File: src/rtl/register_write_arbiter_pkg.sv
// Shared definitions for the register write arbiter: state encoding and the
// round-robin find-first search used to pick the next owner.
package register_write_arbiter_pkg;

  localparam logic ST_IDLE = 1'b0;
  localparam logic ST_OWN  = 1'b1;

  typedef enum logic {
    IDLE = ST_IDLE,
    OWN  = ST_OWN
  } state_e;

  localparam int RR_MAX_REQ = 32;

  // Returns the first set index scanning ptr, ptr+1, ... mod num_req, or -1.
  function automatic int rr_find_first(input logic [RR_MAX_REQ-1:0] req,
                                       input int num_req, input int ptr);
    int         found;
    logic [4:0] idx;
    found = -1;
    for (int i = 0; i < RR_MAX_REQ; i++) begin
      idx = 5'((ptr + i) % num_req);
      if (i < num_req && found < 0 && req[idx]) found = int'(idx);
    end
    return found;
  endfunction

endpackage

File: src/rtl/register_write_arbiter_rr_pick.sv
// Combinational round-robin picker: first active request at or after ptr.
module rr_pick
  import register_write_arbiter_pkg::*;
#(
  parameter int NUM_REQ = 4,
  parameter int PTR_W   = $clog2(NUM_REQ)
) (
  input  logic [NUM_REQ-1:0] req,
  input  logic [PTR_W-1:0]   ptr,
  output logic [NUM_REQ-1:0] onehot,
  output logic [PTR_W-1:0]   index,
  output logic               valid
);

  logic [RR_MAX_REQ-1:0] req_ext;
  int                    first;

  always_comb begin
    req_ext               = '0;
    req_ext[NUM_REQ-1:0]  = req;
    first                 = rr_find_first(req_ext, NUM_REQ, int'(ptr));
    valid                 = (first >= 0);
    index                 = '0;
    onehot                = '0;
    if (valid) begin
      index         = PTR_W'(first);
      onehot[index] = 1'b1;
    end
  end

endmodule

File: src/rtl/register_write_arbiter.sv
// Round-robin arbiter sequencing one shared load-enabled register among NUM_REQ
// writers, with each grant bounded to MAX_HOLD write cycles.
module register_write_arbiter
  import register_write_arbiter_pkg::*;
#(
  parameter int NUM_REQ  = 4,
  parameter int WIDTH    = 16,
  parameter int MAX_HOLD = 4
) (
  input  logic                     clock,
  input  logic                     reset_n,
  input  logic [NUM_REQ-1:0]       req,
  input  logic [NUM_REQ*WIDTH-1:0] wdata,
  output logic [NUM_REQ-1:0]       gnt,
  output logic [WIDTH-1:0]         reg_in,
  output logic                     reg_load,
  output logic                     busy
);

  localparam int PTR_W  = $clog2(NUM_REQ);
  localparam int HOLD_W = $clog2(MAX_HOLD + 1);

  state_e              state_q, state_d;
  logic [NUM_REQ-1:0]  gnt_q, gnt_d;
  logic [PTR_W-1:0]    ptr_q, ptr_d;
  logic [PTR_W-1:0]    own_q, own_d;
  logic [HOLD_W-1:0]   hold_cnt_q, hold_cnt_d;

  logic [WIDTH-1:0]    wdata_arr [NUM_REQ];
  logic [PTR_W-1:0]    next_ptr, sel_ptr, pick_idx;
  logic [NUM_REQ-1:0]  pick_onehot;
  logic                pick_valid, write_en, release_own;

  always_comb begin
    for (int k = 0; k < NUM_REQ; k++) wdata_arr[k] = wdata[k*WIDTH +: WIDTH];
  end

  always_comb begin
    write_en    = (state_q == OWN) && req[own_q];
    next_ptr    = (own_q == PTR_W'(NUM_REQ - 1)) ? '0 : own_q + 1'b1;
    // A dropped request releases without writing; a full hold releases on its last write.
    release_own = (state_q == OWN) &&
                  (!req[own_q] || hold_cnt_q == HOLD_W'(MAX_HOLD - 1));
    sel_ptr     = (state_q == OWN) ? next_ptr : ptr_q;
  end

  rr_pick #(
    .NUM_REQ (NUM_REQ),
    .PTR_W   (PTR_W)
  ) u_pick (
    .req    (req),
    .ptr    (sel_ptr),
    .onehot (pick_onehot),
    .index  (pick_idx),
    .valid  (pick_valid)
  );

  always_comb begin
    state_d    = state_q;
    gnt_d      = gnt_q;
    ptr_d      = ptr_q;
    own_d      = own_q;
    hold_cnt_d = hold_cnt_q;
    case (state_q)
      IDLE: begin
        if (pick_valid) begin
          state_d    = OWN;
          gnt_d      = pick_onehot;
          own_d      = pick_idx;
          hold_cnt_d = '0;
        end
      end
      OWN: begin
        if (release_own) begin
          ptr_d      = next_ptr;
          hold_cnt_d = '0;
          if (pick_valid) begin
            gnt_d = pick_onehot;
            own_d = pick_idx;
          end else begin
            state_d = IDLE;
            gnt_d   = '0;
          end
        end else if (write_en) begin
          hold_cnt_d = hold_cnt_q + 1'b1;
        end
      end
      default: begin
        state_d = IDLE;
        gnt_d   = '0;
      end
    endcase
  end

  always_ff @(posedge clock or negedge reset_n) begin
    if (!reset_n) begin
      state_q    <= IDLE;
      gnt_q      <= '0;
      ptr_q      <= '0;
      own_q      <= '0;
      hold_cnt_q <= '0;
    end else begin
      state_q    <= state_d;
      gnt_q      <= gnt_d;
      ptr_q      <= ptr_d;
      own_q      <= own_d;
      hold_cnt_q <= hold_cnt_d;
    end
  end

  assign gnt      = gnt_q;
  assign reg_load = write_en;
  assign reg_in   = write_en ? wdata_arr[own_q] : '0;
  assign busy     = (state_q == OWN);

endmodule

File: config.mk
export PLATFORM = sky130hd
export DESIGN_NAME = register_write_arbiter
export DESIGN_NICKNAME = d
export VERILOG_FILES = /design/src/rtl/register_write_arbiter_pkg.sv /design/src/rtl/register_write_arbiter_rr_pick.sv /design/src/rtl/register_write_arbiter.sv
export SDC_FILE = /design/constraint.sdc
export NUM_CORES = 1
export LEC_CHECK = 0
export BUFFER_PORTS_ARGS = -buffer_cell sky130_fd_sc_hd__buf_2
export CAP_MARGIN = 20
export CORE_MARGIN = 4
export CORE_UTILIZATION = 24
export DETAILED_ROUTE_END_ITERATION = 7
export HOLD_SLACK_MARGIN = 0.05
export PLACE_DENSITY = 0.56
export SKIP_CTS_REPAIR_TIMING = 1
export SYNTH_ARGS = -nofsm -noshare
export SYNTH_HDL_FRONTEND = slang
export SYNTH_SLANG_ARGS = --single-unit
File: constraint.sdc
create_clock -name clock -period 2.2 [get_ports clock]
set_input_delay 0.22 -clock clock [delete_from_list [all_inputs] [get_ports clock]]
set_output_delay 0.22 -clock clock [all_outputs]
set_load 0.05 [all_outputs]
==> flow_summary.yaml <==
placed_design:
  place.port_buffers: 91
  routabilityCongestion: 0.8274
  dp_cells: 261
  post_dp_cell_area_um2: 1748
  dp.final_hpwl_mm: 3.137
synthesis:
  synth_top_cell_by_area: "sky130_fd_sc_hd__mux4_2"
  post_synth_num_cell_types: 32
  postSynthCellCount: 105
  yosys-top-cells-area: "sky130_fd_sc_hd__mux4_2, sky130_fd_sc_hd__dfrtp_1, sky130_fd_sc_hd__and3_1, sky130_fd_sc_hd__ha_1, sky130_fd_sc_hd__o31ai_1"
  ys_seq_elements: 12
  postSynthNetCount: 178
  syn_area_um2: 1197
  yosys_warnings: 0
  synth_top_cell_area_share_pct: 31.97
  yosysSeqAreaShare_pct: 25.08
  synth_area_per_cell_um2: 11.40
sta:
  timing.setup.tns_ns: 0
  maxSlewViolCount: 0
  report.final.hold_viol_count: 0
  finClkSkew_ns: 0.004215
  finalHoldWorstSlack_ns: 0.3787
  final_worst_path_period_share_pct: 94.92
  fmax_mhz: 478.9
  finalWorstPathRequiredPeriod_ns: 2.088
  worstMarginPinSlew_ns: 0.4731
  rsz_0062_raised_after_global_routing: "false"
  count_of_final_setup_violators: 0
  worst_slew_margin_relative_to_its_limit_pct: 68.41
cells_and_area:
  post_route_cells_drive_above_1_share_pct: 64.36
  fin_nets: 276
  fin_area_um2: 1843
  antenna-diode-count: 0
  area_delta_synth_final_pct: 53.92
  nFillCells: 489
  post-route-util_pct: 38.51
  instances_no_fill: 269
route:
  routed_vias_inst: 4.814
  vias: 1295
  detail-route-antenna-nets: 0
  post-route-drc-count: 0
  drtIter0Drc: 36
  drt-total-wl_mm: 3.886
  wl_per_cell_um: 14.45
  drt_pass1_iterations: 4
grt:
  wire_length_of_the_first_global_routing_pass_mm: 6.265
  grt_max_degree: 21
  grt-ovfl-total: 0
  number_of_antenna_violations_at_the_first_check_in_global_routing: 0
  number_of_global_route_vias_before_repair: 1366
  grt_util_all_layers_pct: 12.66
clock_tree:
  cts_sinks: 12
  clk_transition_reported_paths_ns: 0.06
  worstSkewPairLatency_ns: 0.25
  tritoncts: "done"
  ctsHtreeMaxLevel: 1
  cts.path.max_buffers: 2
  ctsRootBufferMaster: "sky130_fd_sc_hd__clkbuf_8"
  cts_buffers: 3
worst_setup_path:
  critPathCaptureType: "output port"
  critPathRequiredTime_ns: 1.98
  timing.critical_path.cells: "buf_8, mux4_2, buf_4, and3_1, buf_2"
  setup.worst_path.class: "reg -> out"
  timing.reg2reg.setup_slack_ns: 0.20
  timing.critical_path.slowest_cell_delay_ns: 0.51
  cpMaxStageDelayCell: "sky130_fd_sc_hd__mux4_2"
  critical_path.max_fanout: 16
  timing.critical_path.from: "own_q[0]$_DFFE_PN0P_"
  worstPathArrival_ns: 1.87
  r2r_end: "gnt[3]$_DFFE_PN0P_"
  rr_worst_depth: 6
  regToRegStartpoint: "own_q[0]$_DFFE_PN0P_"
  setup.worst_path.start_class: "flip-flop"
floorplanning:
  die_w_um: 78.64
  die-area_um2: 6183
  initial_utilization_pct: 25.02
  row_count: 25
  coreArea_um2: 4786
  top_level_ports: 92
  die_y_um: 78.64
power:
  vdd_ir_max_mv: 0.7257
  power_per_cell_area_nw_per_um2: 1504
  power_leakage_uw: 0.0009371
worst_hold_path:
  worstHoldPathType: "in -> async"
run:
  drv_cap: 0
status:
  outcome: "finished clean"
## power breakdown
group	total, uW	leakage [uW]	internal (uW)	switching (uW)
logic	2170	0.000760	842	1330
registers	358	0.000148	307	50.3
clock network	247	0.0000288	158	88.5
## synth_stat cells
cell	count
sky130_fd_sc_hd__nand2b_1	2
sky130_fd_sc_hd__a211oi_2	1
sky130_fd_sc_hd__dfrtp_1	12
sky130_fd_sc_hd__mux2_1	1
sky130_fd_sc_hd__a221oi_1	1
sky130_fd_sc_hd__nand2_1	7
sky130_fd_sc_hd__nor3b_2	1
sky130_fd_sc_hd__inv_1	6
sky130_fd_sc_hd__a21oi_1	2
sky130_fd_sc_hd__o21a_2	1
sky130_fd_sc_hd__o311ai_2	1
sky130_fd_sc_hd__o22ai_2	1
sky130_fd_sc_hd__mux4_2	17
sky130_fd_sc_hd__nor2_1	3
sky130_fd_sc_hd__mux2i_2	1
sky130_fd_sc_hd__a221oi_2	1
sky130_fd_sc_hd__nor3_1	1
sky130_fd_sc_hd__clkbuf_1	4
sky130_fd_sc_hd__ha_1	3
sky130_fd_sc_hd__a32o_1	2
sky130_fd_sc_hd__o21ai_1	4
sky130_fd_sc_hd__buf_2	3
sky130_fd_sc_hd__mux2i_1	1
sky130_fd_sc_hd__o31ai_1	4
sky130_fd_sc_hd__or2_1	1
sky130_fd_sc_hd__buf_1	1
sky130_fd_sc_hd__o22ai_1	1
sky130_fd_sc_hd__nor2b_1	1
sky130_fd_sc_hd__and3_1	16
sky130_fd_sc_hd__or4_1	1
sky130_fd_sc_hd__nand3b_1	2
sky130_fd_sc_hd__mux2_2	2
## flip-flops by register name, summed over array words and instances, names as in the netlist
register	cells
gnt	4
ptr_q	2
own_q	2
busy	1
hold_cnt_q	3
## per-stage QoR
stage          power (uW)  worst slack, ns
5_1_grt              2974         0.005840
2_1_floorplan        2034           0.2874
3_3_place_gp         2487           0.2647
3_5_place_dp         2497           0.2142
4_1_cts              2753         -0.03081
6_report             2773           0.1118
## layer usage
layer  global-route usage, %  vias up  share of wire, %
li1                        -      616                 -
met1                   15.49      628                42
met2                   22.41       48                50
met3                   2.752        3               7.5
met4                   3.147        0              0.72
met5                       0        -                 0
## final cells by class
| type | instances | area, um2 | area share [%] |
|---|---|---|---|
| inverter | 6 | 22.52 | 1.222 |
| tap | 67 | 83.83 | 4.549 |
| sequential | 12 | 300.3 | 16.29 |
| multi-input combinational | 79 | 840.8 | 45.62 |
| clock buffer | 4 | 55.05 | 2.987 |
| timing repair buffer | 101 | 540.5 | 29.33 |
## worst max-delay path by stage
stage	end	slack [ns]	cells after the start
floorplan	reg_in[0]	0.29	3
global placement	reg_in[0]	0.26	5
detailed placement	gnt[3]$_DFFE_PN0P_	0.21	6
CTS	reg_in[13]	-0.03	5
global route	gnt[3]$_DFFE_PN0P_	0.006	6
finish	reg_in[0]	0.11	5
## critical path, delay by kind of cell, from the launching register on
family                 cells  cell delay [ns]
muxes                      1             0.51
buffers and inverters      3             0.54
DFF                        1             0.40
and+or+nand+nor            1             0.18
## placed cells by master (no fill, tap or decap), drive strengths merged
master,instances
mux2i,2
nand3b,2
o31ai,4
nor3b,1
o311ai,1
or2,1
nand2b,2
clkbuf,4
ha,3
and3,16
inv,6
a221oi,2
or4,1
o22ai,2
mux4,17
o21a,1
dfrtp,12
dlygate4sd3,1
a211oi,1
a21oi,2
nor2,3
nor3,1
a32o,2
nor2b,1
o21ai,4
buf,100
nand2,7
mux2,3
## cells by family (layout without fill, tap and decap cells)
kind of cell               Yosys count  after routing  synth area share (%)
adders and majority gates            3              3                 3.135
and+or+nand+nor                     35             35                 16.93
AOI/OAI and AO/OA                   19             19                 13.38
muxes                               22             22                 36.78
buffers and inverters               14            111                 4.701
DFF                                 12             12                 25.08
Note: power is estimated with default switching activity, not from simulation.
